File: src/rtl/priority_encoder.sv
// Registered N-input priority encoder: y is the index of the highest set bit of a, valid = |a.
// Optional build macro PRIENC_ONEHOT_EN adds a registered one-hot copy of the winner (y_onehot).
module priority_encoder #(
  parameter int N = 4
) (
  input  logic                   clk,
  input  logic                   rst_n,
  input  logic                   en,
  input  logic [N-1:0]           a,
  output logic [$clog2(N)-1:0]   y,
`ifdef PRIENC_ONEHOT_EN
  output logic [N-1:0]           y_onehot,
`endif
  output logic                   valid
);

  localparam int W = $clog2(N);

  // Sample interface: en=1 captures a on the rising edge; en=0 holds every output.
  // There is no backpressure; the result is visible exactly one clock after capture.
  logic [W-1:0] idx_c;
  logic         any_c;
  logic [N-1:0] onehot_c;

  // Ascending scan, so the last (highest) set bit wins.
  always_comb begin
    idx_c    = '0;
    any_c    = 1'b0;
    onehot_c = '0;
    for (int i = 0; i < N; i++) begin
      if (a[i]) begin
        idx_c       = W'(i);
        any_c       = 1'b1;
        onehot_c    = '0;
        onehot_c[i] = 1'b1;
      end
    end
  end

  always_ff @(posedge clk or negedge rst_n) begin
    if (!rst_n) begin
      y     <= '0;
      valid <= 1'b0;
    end else if (en) begin
      y     <= idx_c;
      valid <= any_c;
    end
  end

`ifdef PRIENC_ONEHOT_EN
  always_ff @(posedge clk or negedge rst_n) begin
    if (!rst_n) begin
      y_onehot <= '0;
    end else if (en) begin
      y_onehot <= onehot_c;
    end
  end
`else
  // Without the one-hot port the winner vector has no consumer.
  logic unused_onehot;
  assign unused_onehot = ^onehot_c;
`endif

endmodule

File: config.mk
export PLATFORM = sky130hd
export DESIGN_NAME = priority_encoder
export DESIGN_NICKNAME = d
export VERILOG_FILES = /design/src/rtl/priority_encoder.sv
export SDC_FILE = /design/constraint.sdc
export NUM_CORES = 1
export LEC_CHECK = 0
export ABC_AREA = 1
export BUFFER_PORTS_ARGS = -buffer_cell sky130_fd_sc_hd__buf_2
export CAP_MARGIN = 10
export CORE_AREA = 2 2 39 41
export CTS_BUF_LIST = sky130_fd_sc_hd__clkbuf_16
export CTS_CLUSTER_DIAMETER = 200
export DETAILED_ROUTE_END_ITERATION = 8
export DIE_AREA = 0 0 41 43
export HOLD_SLACK_MARGIN = 0.06
export PLACE_DENSITY = 0.3
export SYNTH_ARGS = -nofsm -noshare
export SYNTH_HDL_FRONTEND = slang
export SYNTH_SLANG_ARGS = --single-unit
File: constraint.sdc
create_clock -name clk -period 0.86 [get_ports clk]
set_clock_uncertainty 0.15 [all_clocks]
set_input_delay 0.086 -clock clk [delete_from_list [all_inputs] [get_ports clk]]
set_output_delay 0.086 -clock clk [all_outputs]
set_load 0.01 [all_outputs]
==> summary.txt, run 1 <==
status: finished with violations
failing checks: negative hold slack, negative setup slack
Final Max Slew Viols: 0
Hold Crit Class: in -> reg
share of cells above drive strength 1: 0.531
Cell Area, Synth: 133 sq um
grt ovf: 0
critical path class: reg -> out
final net count: 40
VDD IR max: 907 uV
Synth Area in Compound Gates: 0.0755
crit path DAT: 0.73 ns
f_max: 1030 MHz
Num CTS Buffers: 3
worst hold margin: -0.0276 ns
DR DRC count: 0
Antenna diodes: 0
Die X-Extent: 41 um
slowest stage cell, crit path: dfrtp_1
area leader, netlist: dfrtp_1
clk sinks: 3
Buf/Inv on CP: 1
Vert. Die Dim: 43 um
CP cell instances: buf_2
Slew headroom: 0.918
initial core utilization: 0.0958
Hold Violations, Final: 3
Period Utilization, post-route: 1.13
CP max stage delay: 0.37 ns
post-detailed-route wirelength per cell: 8.54 um
min Tclk post-route: 0.969 ns
Syn Inst Count: 17
first-pass GRT wire length: 648 um
RD Place Congestion: 0.528
unrepaired setup endpoints after global routing: yes
CTS tree: done
Synth cell types: 8
Layout fillers: 159
clock latency on the worst-skew pair: 0.22 ns
post-synth top area share: 0.566
drt initial violations: 1
Core Region: 1380 sq um
Root Driver: clkbuf_16
via count: 164
placed insts: 42
startpoint types: flip-flop
hold-fix buffers at CTS: 1
Area Growth Syn to Fin: 126%
Synth Area in Adders: 0
Sum Neg Setup Slack: -0.314 ns
DRT Wirelength: 410 um
Via density: 3.42
FP Rows: 14
sequential area share after synthesis: 0.566
leakage: 0.154 nW
mux share of post-synthesis cell area: 0
Total GRT Usage: 0.0663
crit end category: output port
H-tree depth: 1
crit-path leading delay family: flip-flops
Synth area leaders: dfrtp_1 57%, nand2_1 17%, nor2_1 8.5%, nor2_2 4.7%, a21oi_1 3.8%
Crit Path Max Fanout: 2
Mean Syn Cell Area: 7.80 sq um
Cell Pwr Density: 3200 nW/um^2
die area: 1760 sq um
yosys warns: 0
xor-xnor portion of the synthesized cell area: 0
initial antenna violation count: 0
largest family of logic cells by synthesized area: simple AND/OR/NAND/NOR gates
synthesized net count: 24
Pre-Repair DR Iteration Count: 2
clock buffer depth: 2
ANT nets after route: 0
post-synthesis simple-gate area fraction: 0.302
setup violators final: 4
Worst Tran Pin Value: 0.123 ns
MaxCap Viol Count: 0
clock slew at reported path FFs: 0.03 ns
CP Data Required Time: 0.62 ns
dpl hpwl: 320 um
vias in the first global route: 159
Seq cells post-synth: 3
Port-buffer cells: 9
pin count of the biggest net entering global routing: 5
final non-filler cell total: 48
PnR worst setup slack: -0.109 ns
io pins: 10
[synth_stat cells]
library cell and instances:
nor2_1 3, inv_1 1, dfrtp_1 3, o21ai_1 1, nand2_1 6, nor2_2 1
a21oi_1 1, inv_2 1
[timing repair]
item,in CTS,in global routing
pin swaps,0,0
buffers inserted,0,1
gates resized for setup,0,2
endpoints found under the hold margin,6,3
endpoints found under the setup margin,3,3
[power by group]
group	leakage [nW]	switching, mW	internal (mW)
Sequential	0.0331	0.00618	0.155
Combinational	0.0790	0.0389	0.0375
Clock	0.0423	0.124	0.599
[path summary, 6_finish.rpt]
kind                                    from                end  slack [ns]  depth (start not counted)
setup reg to reg            y[1]$_DFFE_PN0P_   y[1]$_DFFE_PN0P_           0                          3
hold reg to reg            valid$_DFFE_PN0P_  valid$_DFFE_PN0P_        0.34                          2
min in group asynchronous              rst_n   y[0]$_DFFE_PN0P_        0.04                          2
max in group asynchronous              rst_n  valid$_DFFE_PN0P_        0.41                          2
setup / recovery           valid$_DFFE_PN0P_              valid       -0.11                          1
hold / removal                            en  valid$_DFFE_PN0P_       -0.03                          3
[stage by stage]
| stage | power [mW] | util | cell area (sq um) | setup slack [ns] |
|---|---|---|---|---|
| 2_1_floorplan | 0.188 | - | 133 | 0.0577 |
| 3_3_place_gp | 0.224 | 0.143 | 198 | 0.0963 |
| 3_5_place_dp | 0.226 | 0.143 | 198 | 0.0756 |
| 4_1_cts | 0.963 | 0.207 | 287 | -0.111 |
| 5_1_grt | 1.01 | 0.217 | 300 | -0.138 |
| 6_report | 0.960 | 0.217 | 300 | -0.109 |
[kinds of logic (layout without fill, tap and decap cells)]
kind of cell / after synthesis / after routing
AOI/OAI and AO/OA: 2 / 2
buffers and inverters: 2 / 17
DFF: 3 / 3
and+or+nand+nor: 10 / 10
[cell type report]
cell class	count	area (sq um)	area share
clock buffers	3	75.1	0.250
repair buffers	11	62.6	0.208
clock inverters	1	3.75	0.0125
multi-input cells	12	56.3	0.188
flip-flops and latches	3	75.1	0.250
well taps	16	20.0	0.0667
inverters	2	7.51	0.0250
[per-layer routing]
layer  global-route usage  vias to the layer above  share of wire
li1                     -                       81              -
met1               0.0645                       71           0.41
met2               0.0688                       12           0.38
met3               0.0628                        0           0.20
met4               0.0800                        0              0
met5                    0                        -              0
[flip-flops by register name (all words and copies together), names as in the netlist]
name   count
y          2
valid      1
[cells in the final DEF (no fill, tap or decap)]
cell / instances
nor2_1: 3
buf_4: 1
dlygate4sd3_1: 1
inv_2: 1
a21oi_1: 1
nand2_1: 5
buf_2: 9
dfrtp_1: 3
o21ai_2: 1
inv_1: 2
nor2_2: 1
clkbuf_16: 3
nand2_2: 1
No activity file was read; power rests on OpenSTA's default activity.
==> inputs of run 2 (changes only) <==
--- a/config.mk
+++ b/config.mk
@@ -17,2 +17,3 @@
 export PLACE_DENSITY = 0.3
+export SLEW_MARGIN = 10
 export SYNTH_ARGS = -nofsm -noshare
==> constraint.sdc (replaced) <==
create_clock -name clk -period 0.8 [get_ports clk]
set_clock_uncertainty 0.15 [all_clocks]
set_input_delay 0.08 -clock clk [delete_from_list [all_inputs] [get_ports clk]]
set_output_delay 0.08 -clock clk [all_outputs]
set_load 0.005 [all_outputs]
==> run 2 against run 1 <==
The run still ends with negative hold slack, negative setup slack left. Hold slack worse by 0.0028 ns. Cell area rose by 1.3%. Sequential power rose by 8%. Core utilization is 0.27 points higher. Non-clock buffer count unchanged. Sequential share of layout area shrank 0.31 points. Register-to-register slack got worse by 0.06 ns. Global-route usage is the same. Via count stayed put. Count of clock-buffer cells in the layout unchanged. Setup slack lost 0.050 ns. Critical path type unchanged. Critical endpoint is now y[1].
==> summary.txt, run 2 (synthesis results as in run 1) <==
Num CTS Buffers: 3
Clock power frac: 0.754
Core Region: 1380 sq um
vias in the first global route: 159
first-pass GRT wire length: 648 um
crit end category: output port
Hold Crit Class: in -> reg
H-tree depth: 1
CP Data Required Time: 0.57 ns
final non-filler cell total: 48
RD Place Congestion: 0.528
Layout fillers: 160
Worst Tran Pin Value: 0.125 ns
Area Growth Syn to Fin: 129%
post-detailed-route wirelength per cell: 8.69 um
Flop pwr share: 0.169
Hold Violations, Final: 3
leakage: 0.156 nW
f_max: 1040 MHz
initial core utilization: 0.0958
Sw Share: 0.172
DR DRC count: 0
commonest non-fill, non-tap cell in the layout: buf_2
clk sinks: 3
Port-buffer cells: 9
pin count of the biggest net entering global routing: 5
Die X-Extent: 41 um
Antenna diodes: 0
Via density: 3.42
setup violators final: 4
commonest cells after routing, fill and taps aside: 9 x buf_2, 5 x nand2_1, 3 x nor2_1, 3 x clkbuf_16, 3 x dfrtp_1
Final Max Slew Viols: 0
VDD IR max: 971 uV
worst hold margin: -0.0304 ns
CP max stage delay: 0.37 ns
placed insts: 42
Buf/Inv on CP: 1
grt ovf: 0
dpl hpwl: 320 um
share of cells above drive strength 1: 0.531
status: finished with violations
clock slew at reported path FFs: 0.03 ns
die area: 1760 sq um
Switch Pwr: 177 uW
CTS tree: done
io pins: 10
top flop regs: y (2), valid (1)
failing checks: negative hold slack, negative setup slack
Total GRT Usage: 0.0663
crit-path leading delay family: flip-flops
unrepaired setup endpoints after global routing: yes
ANT nets after route: 0
drt initial violations: 1
crit path DAT: 0.73 ns
PnR worst setup slack: -0.159 ns
Cell Pwr Density: 3390 nW/um^2
via count: 164
CP cell instances: buf_2
min Tclk post-route: 0.959 ns
slowest stage cell, crit path: dfrtp_1
clock buffer depth: 2
clock latency on the worst-skew pair: 0.22 ns
initial antenna violation count: 0
Int Pwr: 853 uW
hold-fix buffers at CTS: 1
Root Driver: clkbuf_16
combinational power share: 0.077
startpoint types: flip-flop
MaxCap Viol Count: 0
DRT Wirelength: 417 um
Post-Place Worst Slack: 0.0156 ns
max reg flops: 2
final net count: 40
largest reg by FF count: y
Slew headroom: 0.917
Finished Core Util: 0.220
critical path class: reg -> out
Period Utilization, post-route: 1.20
Crit Path Max Fanout: 2
Vert. Die Dim: 43 um
FP Rows: 14
Pre-Repair DR Iteration Count: 2
## run 2: area by class of cell
cell class	instances	area (sq um)	share of cell area
sequential	3	75.1	0.247
clock buffer	3	75.1	0.247
timing repair buffer	11	66.3	0.218
multi-input combinational	12	56.3	0.185
tap	16	20.0	0.0658
inverter	2	7.51	0.0247
clock inverter	1	3.75	0.0123
## run 2: worst paths after layout
path,start,to,slack (ns),cells past startpoint
max,y[1]$_DFFE_PN0P_,y[1],-0.16,1
min,en,valid$_DFFE_PN0P_,-0.03,3
max reg2reg,y[1]$_DFFE_PN0P_,y[1]$_DFFE_PN0P_,-0.06,3
min reg2reg,valid$_DFFE_PN0P_,valid$_DFFE_PN0P_,0.34,2
max in group asynchronous,rst_n,valid$_DFFE_PN0P_,0.35,2
min in group asynchronous,rst_n,y[0]$_DFFE_PN0P_,0.04,2
## run 2: repair_timing
| item | 4_1_cts | 5_1_grt |
|---|---|---|
| hold endpoints to repair | 6 | 6 |
| buffers inserted | 0 | 1 |
| gates resized for setup | 0 | 3 |
| endpoints found under the setup margin | 3 | 5 |
| pin swaps | 0 | 1 |
## run 2: per-layer routing
layer | vias up | global-route usage | share of wire | wire (um)
met1 | 71 | 0.0645 | 0.41 | 173
met2 | 12 | 0.0688 | 0.38 | 160
met5 | - | 0 | 0 | 0
li1 | 81 | - | - | -
met4 | 0 | 0.0800 | 0 | 0
met3 | 0 | 0.0628 | 0.20 | 83
## run 2: metrics by stage
step	power, mW	cell area (sq um)	TNS, ns
5_1_grt	1.08	304	-0.601
4_1_cts	1.03	287	-0.444
6_report	1.03	304	-0.508
3_5_place_dp	0.237	198	0
3_3_place_gp	0.235	198	0
2_1_floorplan	0.197	133	0
## run 2: power by group through the flow
stage | sequential [mW] | combinational (mW) | clock [mW]
after floorplan | 0.176 | 0.0206 | 0
after global placement | 0.174 | 0.0614 | 0
after detailed placement | 0.174 | 0.0625 | 0
after CTS | 0.173 | 0.0664 | 0.791
after global routing | 0.175 | 0.0892 | 0.815
final | 0.174 | 0.0795 | 0.777
## run 2: tightest hold or removal path: cells and delay by family
kind	cells	cell delay, ns
buffers and inverters	1	0.11
and+or+nand+nor	2	0.11
==> inputs of run 3 (changes only) <==
Clock period 0.8 ns to 1.2 ns, I/O delays scaled along.
==> run 3 against run 2 <==
Die area unchanged. Hold slack improved by 0.099 ns. Sequential share of layout area down 2.4 points. The run now ends clean. Wire length is 3.1% higher. Largest cell class is now buffers. Combinational power shrank 31%. Power shrank 33%. Flip-flop and latch count is the same.
==> summary.txt, run 3 (synthesis results as in run 1) <==
MaxCap Viol Count: 0
CTS tree: done
startpoint types: primary input
Root Driver: clkbuf_16
VDD IR max: 628 uV
worst flop-to-flop path endpoint: y[0]$_DFFE_PN0P_
via count: 180
Port-buffer cells: 9
Crit Path Max Fanout: 2
min Tclk post-route: 1.09 ns
clock slew at reported path FFs: 0.03 ns
CP Data Required Time: 1.16 ns
pin count of the biggest net entering global routing: 5
worst hold margin: 0.0686 ns
vias in the first global route: 170
setup violators final: 0
Core Region: 1380 sq um
Sum Neg Setup Slack: 0 ns
Setup crit start: a[2]
ANT nets after route: 0
leakage: 0.169 nW
RD Place Congestion: 0.524
initial antenna violation count: 0
Area Growth Syn to Fin: 154%
largest reg by FF count: y
clock latency on the worst-skew pair: 0.22 ns
max reg flops: 2
post-detailed-route wirelength per cell: 8.27 um
clock buffer depth: 2
Worst Setup EP: valid$_DFFE_PN0P_
f_max: 916 MHz
H-tree depth: 1
Worst Tran Pin Value: 0.127 ns
Num CTS Buffers: 3
status: completed
DRT Wirelength: 430 um
crit end category: flip-flop
Cell Pwr Density: 2050 nW/um^2
Post-CTS Resized: 0
final net count: 44
Hold Crit Class: in -> async
dpl hpwl: 298 um
Vert. Die Dim: 43 um
Pre-Repair DR Iteration Count: 4
die area: 1760 sq um
unrepaired setup endpoints after global routing: no
commonest cells after routing, fill and taps aside: 9 x buf_2, 6 x nand2_1, 6 x dlygate4sd3_1
crit path DAT: 1.05 ns
commonest non-fill, non-tap cell in the layout: buf_2
Die X-Extent: 41 um
FP Rows: 14
io pins: 10
critical path class: in -> reg
share of cells above drive strength 1: 0.389
Slew headroom: 0.915
worst reg2reg path depth: 2
DR DRC count: 0
worst r2r src: y[0]$_DFFE_PN0P_
post-CTS setup buffers: 0
Area after DPL: 198 sq um
first-pass GRT wire length: 586 um
Period Utilization, post-route: 0.910
Reg2Reg Setup Slack: 0.42 ns
drt initial violations: 10
Hold Violations, Final: 0
clk sinks: 3
Antenna diodes: 0
top flop regs: y (2), valid (1)
Finished Cell Area: 337 sq um
initial core utilization: 0.0958
Via density: 3.46
Final Max Slew Viols: 0
grt ovf: 0
Total GRT Usage: 0.0573
[run 3: worst min path at each step]
stage	from	to	slack (ns)
2_1_floorplan	rst_n	valid$_DFFE_PN0P_	-0.33
3_3_place_gp	rst_n	y[0]$_DFFE_PN0P_	-0.23
3_5_place_dp	rst_n	y[1]$_DFFE_PN0P_	-0.23
4_1_cts	rst_n	y[0]$_DFFE_PN0P_	0.07
5_1_grt	rst_n	y[1]$_DFFE_PN0P_	0.1
6_report	rst_n	y[0]$_DFFE_PN0P_	0.07
[run 3: metal layers]
| metal | track usage | up-vias | wire length (um) |
|---|---|---|---|
| met5 | 0 | - | 0 |
| met4 | 0.0800 | 0 | 17 |
| met1 | 0.0581 | 75 | 203 |
| met3 | 0.0314 | 2 | 54 |
| met2 | 0.0656 | 13 | 155 |
| li1 | - | 90 | - |
[run 3: report_power, final]
part	leakage (nW)	switching [mW]	internal (mW)
combinational	0.0936	0.0228	0.0323
sequential	0.0331	0.00473	0.111
clock	0.0423	0.0884	0.429
[run 3: layout make-up]
| cell class | count | area, sq um |
|---|---|---|
| clock buffer | 3 | 75.1 |
| clock inverter | 1 | 3.75 |
| inverter | 2 | 7.51 |
| fill | 149 | 1050 |
| tap | 16 | 20.0 |
| multi-input combinational | 12 | 50.0 |
| sequential | 3 | 75.1 |
| timing repair buffer | 15 | 105 |
[run 3: worst max-delay path, cell delays in order]
cell and delay (ns):
dlygate4sd3_1 0.53, buf_2 0.13, nor2_2 0.11, nand2_1 0.06, nand2_1 0.05, nand2_1 0.05
[run 3: metrics by stage]
stage / util / total power, mW / setup slack [ns] / instances
after floorplan: - / 0.131 / 0.429 / 17
after global placement: 0.143 / 0.157 / 0.411 / 42
after detailed placement: 0.143 / 0.157 / 0.417 / 42
after CTS: 0.243 / 0.701 / 0.0970 / 52
after global routing: 0.243 / 0.715 / 0.0369 / 52
final: 0.243 / 0.689 / 0.108 / 52
[run 3: timing repair]
action                                  in CTS  in global routing
endpoints found under the setup margin       0                  0
hold endpoints to repair                     6                  0
hold buffers                                 6                  0
